===== src/rtl/noc_pkg.sv =====
// Shared NoC definitions: flit width, flit type codes, field positions, output port codes, rx framing states.
package noc_pkg;

  localparam int unsigned FLIT_W    = 32;
  localparam int unsigned PORT_W    = 3;
  localparam int unsigned TYPE_MSB  = 31;
  localparam int unsigned TYPE_LSB  = 30;
  localparam int unsigned DST_X_MSB = 29;
  localparam int unsigned DST_X_LSB = 28;
  localparam int unsigned DST_Y_MSB = 27;
  localparam int unsigned DST_Y_LSB = 26;

  typedef enum logic [1:0] {
    FT_BODY = 2'b00,
    FT_TAIL = 2'b01,
    FT_IDLE = 2'b10,
    FT_HEAD = 2'b11
  } flit_type_e;

  typedef enum logic [PORT_W-1:0] {
    PORT_LOCAL = 3'd0,
    PORT_EAST  = 3'd1,
    PORT_WEST  = 3'd2,
    PORT_NORTH = 3'd3,
    PORT_SOUTH = 3'd4
  } port_e;

  typedef enum logic {
    S_IDLE = 1'b0,
    S_PKT  = 1'b1
  } rx_state_e;

endpackage


===== src/rtl/xy_route.sv =====
// Combinational XY dimension-order route: resolve X first, then Y, else deliver locally.
module xy_route
  import noc_pkg::*;
#(
  parameter int unsigned MY_X = 0,
  parameter int unsigned MY_Y = 0
) (
  input  logic [1:0]        dst_x,
  input  logic [1:0]        dst_y,
  output logic [PORT_W-1:0] out_port
);

  always_comb begin
    out_port = PORT_LOCAL;
    if (dst_x > 2'(MY_X)) begin
      out_port = PORT_EAST;
    end else if (dst_x < 2'(MY_X)) begin
      out_port = PORT_WEST;
    end else if (dst_y > 2'(MY_Y)) begin
      out_port = PORT_NORTH;
    end else if (dst_y < 2'(MY_Y)) begin
      out_port = PORT_SOUTH;
    end
  end

endmodule


===== src/rtl/flit_in_buffer.sv =====
// Router input buffer: head/body/tail framing check, FIFO storage and XY route of the packet at the head.
// Optional FLIT_BUF_STATS_EN adds pkt_cnt (TAIL pops, wrapping) and err_cnt (frame errors, saturating).
module flit_in_buffer
  import noc_pkg::*;
#(
  parameter int unsigned DEPTH  = 4,
  parameter int unsigned ADDR_W = 2,
  parameter int unsigned MY_X   = 0,
  parameter int unsigned MY_Y   = 0
) (
  input  logic              clk,
  input  logic              rst,
  input  logic [FLIT_W-1:0] flit_in,
  input  logic              flit_in_valid,
  output logic              flit_in_ready,
  output logic [FLIT_W-1:0] flit_out,
  output logic              flit_out_valid,
  input  logic              flit_out_ready,
  output logic [PORT_W-1:0] out_port,
  output logic [ADDR_W:0]   count,
  output logic              frame_err
`ifdef FLIT_BUF_STATS_EN
  ,
  output logic [15:0]       pkt_cnt,
  output logic [7:0]        err_cnt
`endif
);

  logic [FLIT_W-1:0] mem_q [DEPTH];
  logic [ADDR_W-1:0] wr_ptr_q, rd_ptr_q;
  logic [ADDR_W:0]   count_q;
  logic [PORT_W-1:0] route_q;
  logic [PORT_W-1:0] head_route;
  logic              frame_err_q;
  rx_state_e         state_q, state_d;
  logic              push, pop, err_d, handshake;
  flit_type_e        in_type, head_type;

  assign flit_in_ready  = (count_q != (ADDR_W+1)'(DEPTH));
  assign flit_out_valid = (count_q != '0);
  assign flit_out       = flit_out_valid ? mem_q[rd_ptr_q] : '0;
  assign count          = count_q;
  assign frame_err      = frame_err_q;

  assign handshake = flit_in_valid && flit_in_ready;
  assign pop       = flit_out_valid && flit_out_ready;
  assign in_type   = flit_type_e'(flit_in[TYPE_MSB:TYPE_LSB]);
  assign head_type = flit_type_e'(flit_out[TYPE_MSB:TYPE_LSB]);

  // Rx framing FSM: decides whether a handshaked flit is stored, dropped as an error, or ignored.
  always_comb begin
    state_d = state_q;
    push    = 1'b0;
    err_d   = 1'b0;
    if (handshake) begin
      case (in_type)
        FT_HEAD: begin
          if (state_q == S_IDLE) begin
            push    = 1'b1;
            state_d = S_PKT;
          end else begin
            err_d = 1'b1;
          end
        end
        FT_BODY: begin
          if (state_q == S_PKT) push = 1'b1;
          else                  err_d = 1'b1;
        end
        FT_TAIL: begin
          if (state_q == S_PKT) begin
            push    = 1'b1;
            state_d = S_IDLE;
          end else begin
            err_d = 1'b1;
          end
        end
        FT_IDLE: begin
          push = 1'b0;
        end
      endcase
    end
  end

  always_ff @(posedge clk or posedge rst) begin
    if (rst) begin
      state_q     <= S_IDLE;
      frame_err_q <= 1'b0;
    end else begin
      state_q     <= state_d;
      frame_err_q <= err_d;
    end
  end

  always_ff @(posedge clk) begin
    if (push) mem_q[wr_ptr_q] <= flit_in;
  end

  always_ff @(posedge clk or posedge rst) begin
    if (rst) begin
      wr_ptr_q <= '0;
      rd_ptr_q <= '0;
      count_q  <= '0;
    end else begin
      if (push) wr_ptr_q <= wr_ptr_q + ADDR_W'(1);
      if (pop)  rd_ptr_q <= rd_ptr_q + ADDR_W'(1);
      case ({push, pop})
        2'b10:   count_q <= count_q + (ADDR_W+1)'(1);
        2'b01:   count_q <= count_q - (ADDR_W+1)'(1);
        default: count_q <= count_q;
      endcase
    end
  end

  xy_route #(
    .MY_X (MY_X),
    .MY_Y (MY_Y)
  ) u_xy_route (
    .dst_x    (flit_out[DST_X_MSB:DST_X_LSB]),
    .dst_y    (flit_out[DST_Y_MSB:DST_Y_LSB]),
    .out_port (head_route)
  );

  // The packet route is latched when its HEAD leaves so body/tail flits keep steering the crossbar.
  always_ff @(posedge clk or posedge rst) begin
    if (rst) begin
      route_q <= '0;
    end else if (pop && head_type == FT_HEAD) begin
      route_q <= head_route;
    end
  end

  always_comb begin
    out_port = route_q;
    if (flit_out_valid && head_type == FT_HEAD) out_port = head_route;
  end

`ifdef FLIT_BUF_STATS_EN
  logic [15:0] pkt_cnt_q;
  logic [7:0]  err_cnt_q;

  always_ff @(posedge clk or posedge rst) begin
    if (rst) begin
      pkt_cnt_q <= '0;
      err_cnt_q <= '0;
    end else begin
      if (pop && head_type == FT_TAIL) pkt_cnt_q <= pkt_cnt_q + 16'd1;
      if (err_d && err_cnt_q != 8'hFF) err_cnt_q <= err_cnt_q + 8'd1;
    end
  end

  assign pkt_cnt = pkt_cnt_q;
  assign err_cnt = err_cnt_q;
`endif

endmodule


===== config.mk =====
export PLATFORM = sky130hd
export DESIGN_NAME = flit_in_buffer
export DESIGN_NICKNAME = d
export VERILOG_FILES = /design/src/rtl/noc_pkg.sv /design/src/rtl/xy_route.sv /design/src/rtl/flit_in_buffer.sv
export SDC_FILE = /design/constraint.sdc
export NUM_CORES = 1
export LEC_CHECK = 0
export ABC_CLOCK_PERIOD_IN_PS = 2100
export CAP_MARGIN = 40
export CORE_MARGIN = 3
export CORE_UTILIZATION = 40
export CTS_BUF_LIST = sky130_fd_sc_hd__clkbuf_8
export DETAILED_ROUTE_END_ITERATION = 6
export PLACE_DENSITY_LB_ADDON = 0.05
export SYNTH_ARGS = -nofsm -noshare
export SYNTH_HDL_FRONTEND = slang
export SYNTH_HIERARCHICAL = 1
export SYNTH_SLANG_ARGS = --single-unit

===== constraint.sdc =====
create_clock -name clk -period 2.1 [get_ports clk]
set_input_delay 0.315 -clock clk [delete_from_list [all_inputs] [get_ports clk]]
set_output_delay 0.315 -clock clk [all_outputs]
set_load 0.02 [all_outputs]

Word level (Yosys, flattened, before mapping)
Memory sizes are Yosys's and may differ from the RTL's. Index checks and enable logic that the tools add are counted.

Add/subtract/negate cells: 4. Magnitude comparators: 4. Equality and inequality tests: 7. Mux-type cells: 16. Reduce and logical (&&, ||, !) cells: 10.

Operator list (count): $mux 32 (1); $mux 3 (5); $eq 2x2->1 const B (4); $mux 1 (6); $pmux 3 s2 (1); $add 2x1->2 const B (2); $eq 2x1->1 const B (2); $gt 2x1->1 const B (2); $logic_and 1x1->1 (4); $lt 2x1->1 const B (2); $pmux 1 s2 (2); $reduce_bool 2->1 (2); $add 3x1->3 const B (1); $ne 3x3->1 const B (1); $pmux 1 s3 (1); $reduce_bool 3->1 (1); $sub 3x1->3 const B (1); $logic_not 2->1 (1); $reduce_and 2->1 (1); $reduce_or 2->1 (1).

Bits in registers: 12. Memory bits (writable): 128. Input port bits: 36. Word-level logic and storage cells: 48. Memories: 1.

Memories: mem_q (words 4, width 32, read ports 1, clocked after Yosys merged registers in 0, wr ports 1, line flit_in_buffer.sv:29) `logic [FLIT_W-1:0] mem_q [DEPTH];`.

Depth between registers and ports, before layout
Word-level depth: 8. Depth in mapped cells: 9. Depth with buffers taken out: 9.

Hierarchy
Netlist, hierarchy kept.

By module, submodules not included: flit_in_buffer (instances 1, cells each 262, area each 5517.8 µm²); xy_route (instances 1, cells each 6, area each 35.0 µm²).

Worst setup path before layout
OpenSTA, ideal clock, no wires.

Path type: flip-flop to output port. From: register count_q[0], in the netlist count[0]. To: output out_port[0]. Arrival: 2094 ps. Slack: -309 ps. Stages on the path, launching flop included: 8. Cells stage by stage: dfrtp_1 > or3_1 > clkbuf_1 > clkbuf_1 > and2_1 > nor2_2 > nand2_1 > mux2_2.

Word-level cells in the longest chain between the ends: 7. Elaborated cells between the ends (all ways): 11. Classes of those cells: order compare: 3; eq/ne: 1; mux: 5; reduce/logical: 2.

RTL lines: start: declaration (line flit_in_buffer.sv:31) `logic [ADDR_W:0] count_q;`; start signal: assignment (line flit_in_buffer.sv:107) `2'b10: count_q <= count_q + (ADDR_W+1)'(1);`; start signal: assignment (line flit_in_buffer.sv:108) `2'b01: count_q <= count_q - (ADDR_W+1)'(1);`; start signal: assignment (line flit_in_buffer.sv:109) `default: count_q <= count_q;`; $reduce_bool 3->1 (line flit_in_buffer.sv:40) `assign flit_out_valid = (count_q != '0);`; named net flit_out_valid (line flit_in_buffer.sv:17) `output logic flit_out_valid,`; $mux 32 (line flit_in_buffer.sv:41) `assign flit_out = flit_out_valid ? mem_q[rd_ptr_q] : '0;`; named net flit_out[27] (line flit_in_buffer.sv:16) `output logic [FLIT_W-1:0] flit_out,`; $gt 2x1->1 (line xy_route.sv:19) `end else if (dst_y > 2'(MY_Y)) begin`; $mux 3 (line xy_route.sv:19); $mux 3 (line xy_route.sv:17) `end else if (dst_x < 2'(MY_X)) begin`; $mux 3 (line xy_route.sv:15) `if (dst_x > 2'(MY_X)) begin`; named net head_route[0] (line flit_in_buffer.sv:33) `logic [PORT_W-1:0] head_route;`; $mux 3 (line flit_in_buffer.sv:134) `if (flit_out_valid && head_type == FT_HEAD) out_port = head_route;`; end: declaration (line flit_in_buffer.sv:19) `output logic [PORT_W-1:0] out_port,`.

The timed path passes the listed nets, and every way through them passes these cells.

Final worst setup path
From: register rd_ptr_q[0]. To: output out_port[1].

Word-level cells in the longest chain between the ends: 7. Elaborated cells between the ends (all ways): 11. Classes of those cells: order compare: 3; eq/ne: 1; mux: 5; reduce/logical: 1; memory: 1.

RTL lines: start: declaration (line flit_in_buffer.sv:30) `logic [ADDR_W-1:0] wr_ptr_q, rd_ptr_q;`; start signal: assignment (line flit_in_buffer.sv:105) `if (pop) rd_ptr_q <= rd_ptr_q + ADDR_W'(1);`; $mem_v2 4x32 *; $mux 32 * (line flit_in_buffer.sv:41); $gt 2x1->1 (line xy_route.sv:19); $mux 3 (line xy_route.sv:19); $mux 3 (line xy_route.sv:17); $mux 3 * (line xy_route.sv:15); named net head_route[1] (line flit_in_buffer.sv:33); $mux 3 * (line flit_in_buffer.sv:134).

Mark *: on every way through the listed nets, which the timed path passes. The rest lies on a longest branch.

==> impl_metrics.ini <==
[floorplan]
die_y_um = 123.8
die_area_um2 = 15330
fp.dieW_um = 123.8
coreArea_um2 = 13400
rows = 42
start_util = 0.4144
io_pins = 77

[synthesis]
ys_ff_latch = 140
syn_area_um2 = 5553
synth_cell_types = 31
syn_inst = 268
synth_top_area_frac = 0.6922
synth-seq-area-share = 0.7463
avgSynthCellArea_um2 = 20.72
ys_top_cells_by_area = edfxtp_1, mux4_2, dfrtp_1
synth_nets = 310
ys_warn_count = 6
synth_top_area_cell = edfxtp_1

[outcome]
outcome = finished, violations left
violations = negative setup slack

[timing]
final.min_clock_period_ps = 2551
max-slew-margin-rel = 0.6552
drv_slew = 0
fmax_mhz = 392.1
setup_viol = 38
fin_ws_ps = -450.5
finalSetupTns_ps = -8872
hold_viol_final = 0
post-route-period-util = 1.215
finClkSkew_ps = 9.992
rsz0062_at_grt = yes
tightest_slew_ps = 516.7
fin_hold_ws_ps = 213.9

[placement]
gp_congestion = 0.7079
dp_cells = 542
dp_hpwl_um = 6899
port_buffers = 76
place_area_um2 = 6835

[setup_path]
slowest_stage = mux4_2
r2r_end = count[2]
critPathBufInv = 2
critical_path.cell_chain = buf_6 -> mux4_2 -> and2_4 -> nor2_4 -> nor3_2 -> mux2_4 -> buf_6
worst_path_largest_cell_delay_ps = 500
critical-path-top-delay-family = multiplexers
worstSetupEndpointType = output pin
reg2reg_from = count[0]
crit_fanout = 5
rrSetupSlack_ps = -130
required_ps = 1780
crit_path_frequent_cell = buf_6
crit_type = reg2out
reg2reg_depth = 9
startpoint_type = flop
arrival_ps = 2240

[pwr]
p_sw_w = 0.003101
ir_drop_mv = 0.4610
p_int_w = 0.006492
pwr-share-comb = 0.463
p_seq_frac = 0.369
sw_frac_of_total = 0.3232
pwr-share-clk = 0.169
p_per_area_nw_per_um2 = 1328
power.leakage_nw = 2.596

[drt]
drt-initial-drc-count = 160
drt_wl_total_um = 10450
dr.pass1.iters = 4
drc_errors = 0
wl_per_cell_um = 17.80
vias_per_cell = 4.823
postRouteAntennaNets = 0
vias = 2831

[min_path]
holdCritPathClass = in2async

[clocking]
cts_buffer_depth = 2
cts_sinks = 140
htreeDepth = 4
cts_tree = built
clock-root-buffer = clkbuf_8
clk_latency_ps = 430
clk_pin_slew_ps = 70
cts_made_buffers = 17

[finish]
final_cells = 587
antenna_cells = 0
nFillCells = 1126
areaGrowthSynthToFinish_pct = 30.13
nets = 442
finalInstanceArea_um2 = 7226
drive_gt1_frac = 0.4136

[global_route]
overflow = 0
grt_pass1_wl_um = 16180
grt_usage = 0.1479
grt_max_degree = 23
grt_pass1_vias = 3044
antenna_found_initial = 0

[flow_run]
max-cap-violations = 0
## worst max-delay path by stage
stage,from,end,slack (ps),cells after the start
after floorplan,count[2],out_port[0],-70,7
after global placement,rd_ptr_q[0],out_port[0],-420,6
after detailed placement,rd_ptr_q[0],out_port[0],-440,5
after CTS,rd_ptr_q[0],out_port[0],-480,7
after global routing,rd_ptr_q[0],out_port[0],-540,7
final,rd_ptr_q[0],out_port[1],-450,7
## through the flow
stage          total power, W  setup slack, ps    util
2_1_floorplan        0.006128           -68.01       -
3_3_place_gp         0.007855           -418.6  0.5101
3_5_place_dp         0.007872           -438.9  0.5101
4_1_cts              0.009685           -476.1  0.5379
5_1_grt               0.01016           -543.3  0.5392
6_report             0.009593           -450.5  0.5392
## layout make-up
| type | count | area (µm²) | area share |
|---|---|---|---|
| clock inverter | 13 | 50.05 | 0.006926 |
| sequential | 140 | 4150 | 0.5744 |
| timing repair buffer | 126 | 1156 | 0.1600 |
| inverter | 7 | 26.28 | 0.003636 |
| clock buffer | 17 | 234.0 | 0.03238 |
| multi-input combinational | 108 | 1389 | 0.1922 |
| tap | 176 | 220.2 | 0.03048 |
## power groups by stage
stage               logic [W]  clock network [W]  registers, W
CTS                   0.00447            0.00168       0.00354
global placement      0.00426                  0       0.00360
detailed placement    0.00426                  0       0.00361
floorplan             0.00255                  0       0.00358
global route          0.00479            0.00181       0.00357
finish                0.00444            0.00162       0.00354
## sequential cells by signal (all words and copies together) (netlist names)
name       count
rd_ptr_q       2
count          3
route_q        3
state_q        1
wr_ptr_q       2
mem_q        128
frame_err      1
## placed cells by master (no fill, tap or decap), types with 7 or more instances in the layout
cell,n
clkbuf_8,17
buf_2,24
inv_1,13
edfxtp_1,128
buf_4,36
mux4_2,32
clkdlybuf4s50_1,39
dfrtp_1,7
and2_1,26
buf_6,18
buf_12,7
and2_4,7
## cell usage after synthesis, drive strengths merged
library cell    n
and3b           1
or3b            1
xnor2           3
mux4           32
nand3           4
nor2            3
o21ai           1
fa              1
and2           37
o211a           1
clkbuf          5
nand4           1
and3            1
buf             8
edfxtp        128
nor2b           1
mux2i           1
xor2            3
or3             1
mux2            8
conb            1
dfrtp          12
ha              5
inv             7
nor3            1
nand2           1
## what timing repair did
item / CTS / global route
hold buffers: 0 / 0
cloned: 1 / 0
setup endpoints to repair: 39 / 40
buffers inserted: 14 / 4
pin swaps: 9 / 3
gates resized for setup: 191 / 6
## per-layer routing
metal | up-vias | share of wire | global-route usage | wire length [µm]
li1 | 1311 | - | - | -
met4 | 0 | 0.015 | 0.06021 | 155
met2 | 57 | 0.52 | 0.2481 | 5472
met5 | - | 0 | 0 | 0
met3 | 13 | 0.047 | 0.04496 | 486
met1 | 1450 | 0.41 | 0.1787 | 4332
## worst register-to-register path, cell delays in order, from the launching register on
cell and delay, ps:
dfrtp_2 400, or3_4 440, buf_4 230, and2_1 250, ha_4 190, inv_1 60
fa_2 190, xor2_1 150, nor2_1 80, xor2_1 140
## cells by family (layout without fill, tap and decap cells)
kind of cell | Yosys count | in the layout | share of synthesized area
adder cells (fa/ha/maj) | 6 | 6 | 0.01487
multiplexers | 41 | 41 | 0.1478
AO/OA/AOI/OAI | 2 | 2 | 0.002703
buffers and inverters | 20 | 163 | 0.01825
AND/OR/NAND/NOR | 52 | 52 | 0.05994
other | 1 | 1 | 0.0006753
flip-flops | 140 | 140 | 0.7463
XOR/XNOR | 6 | 6 | 0.009465
Note: power is estimated with default switching activity, not from simulation.
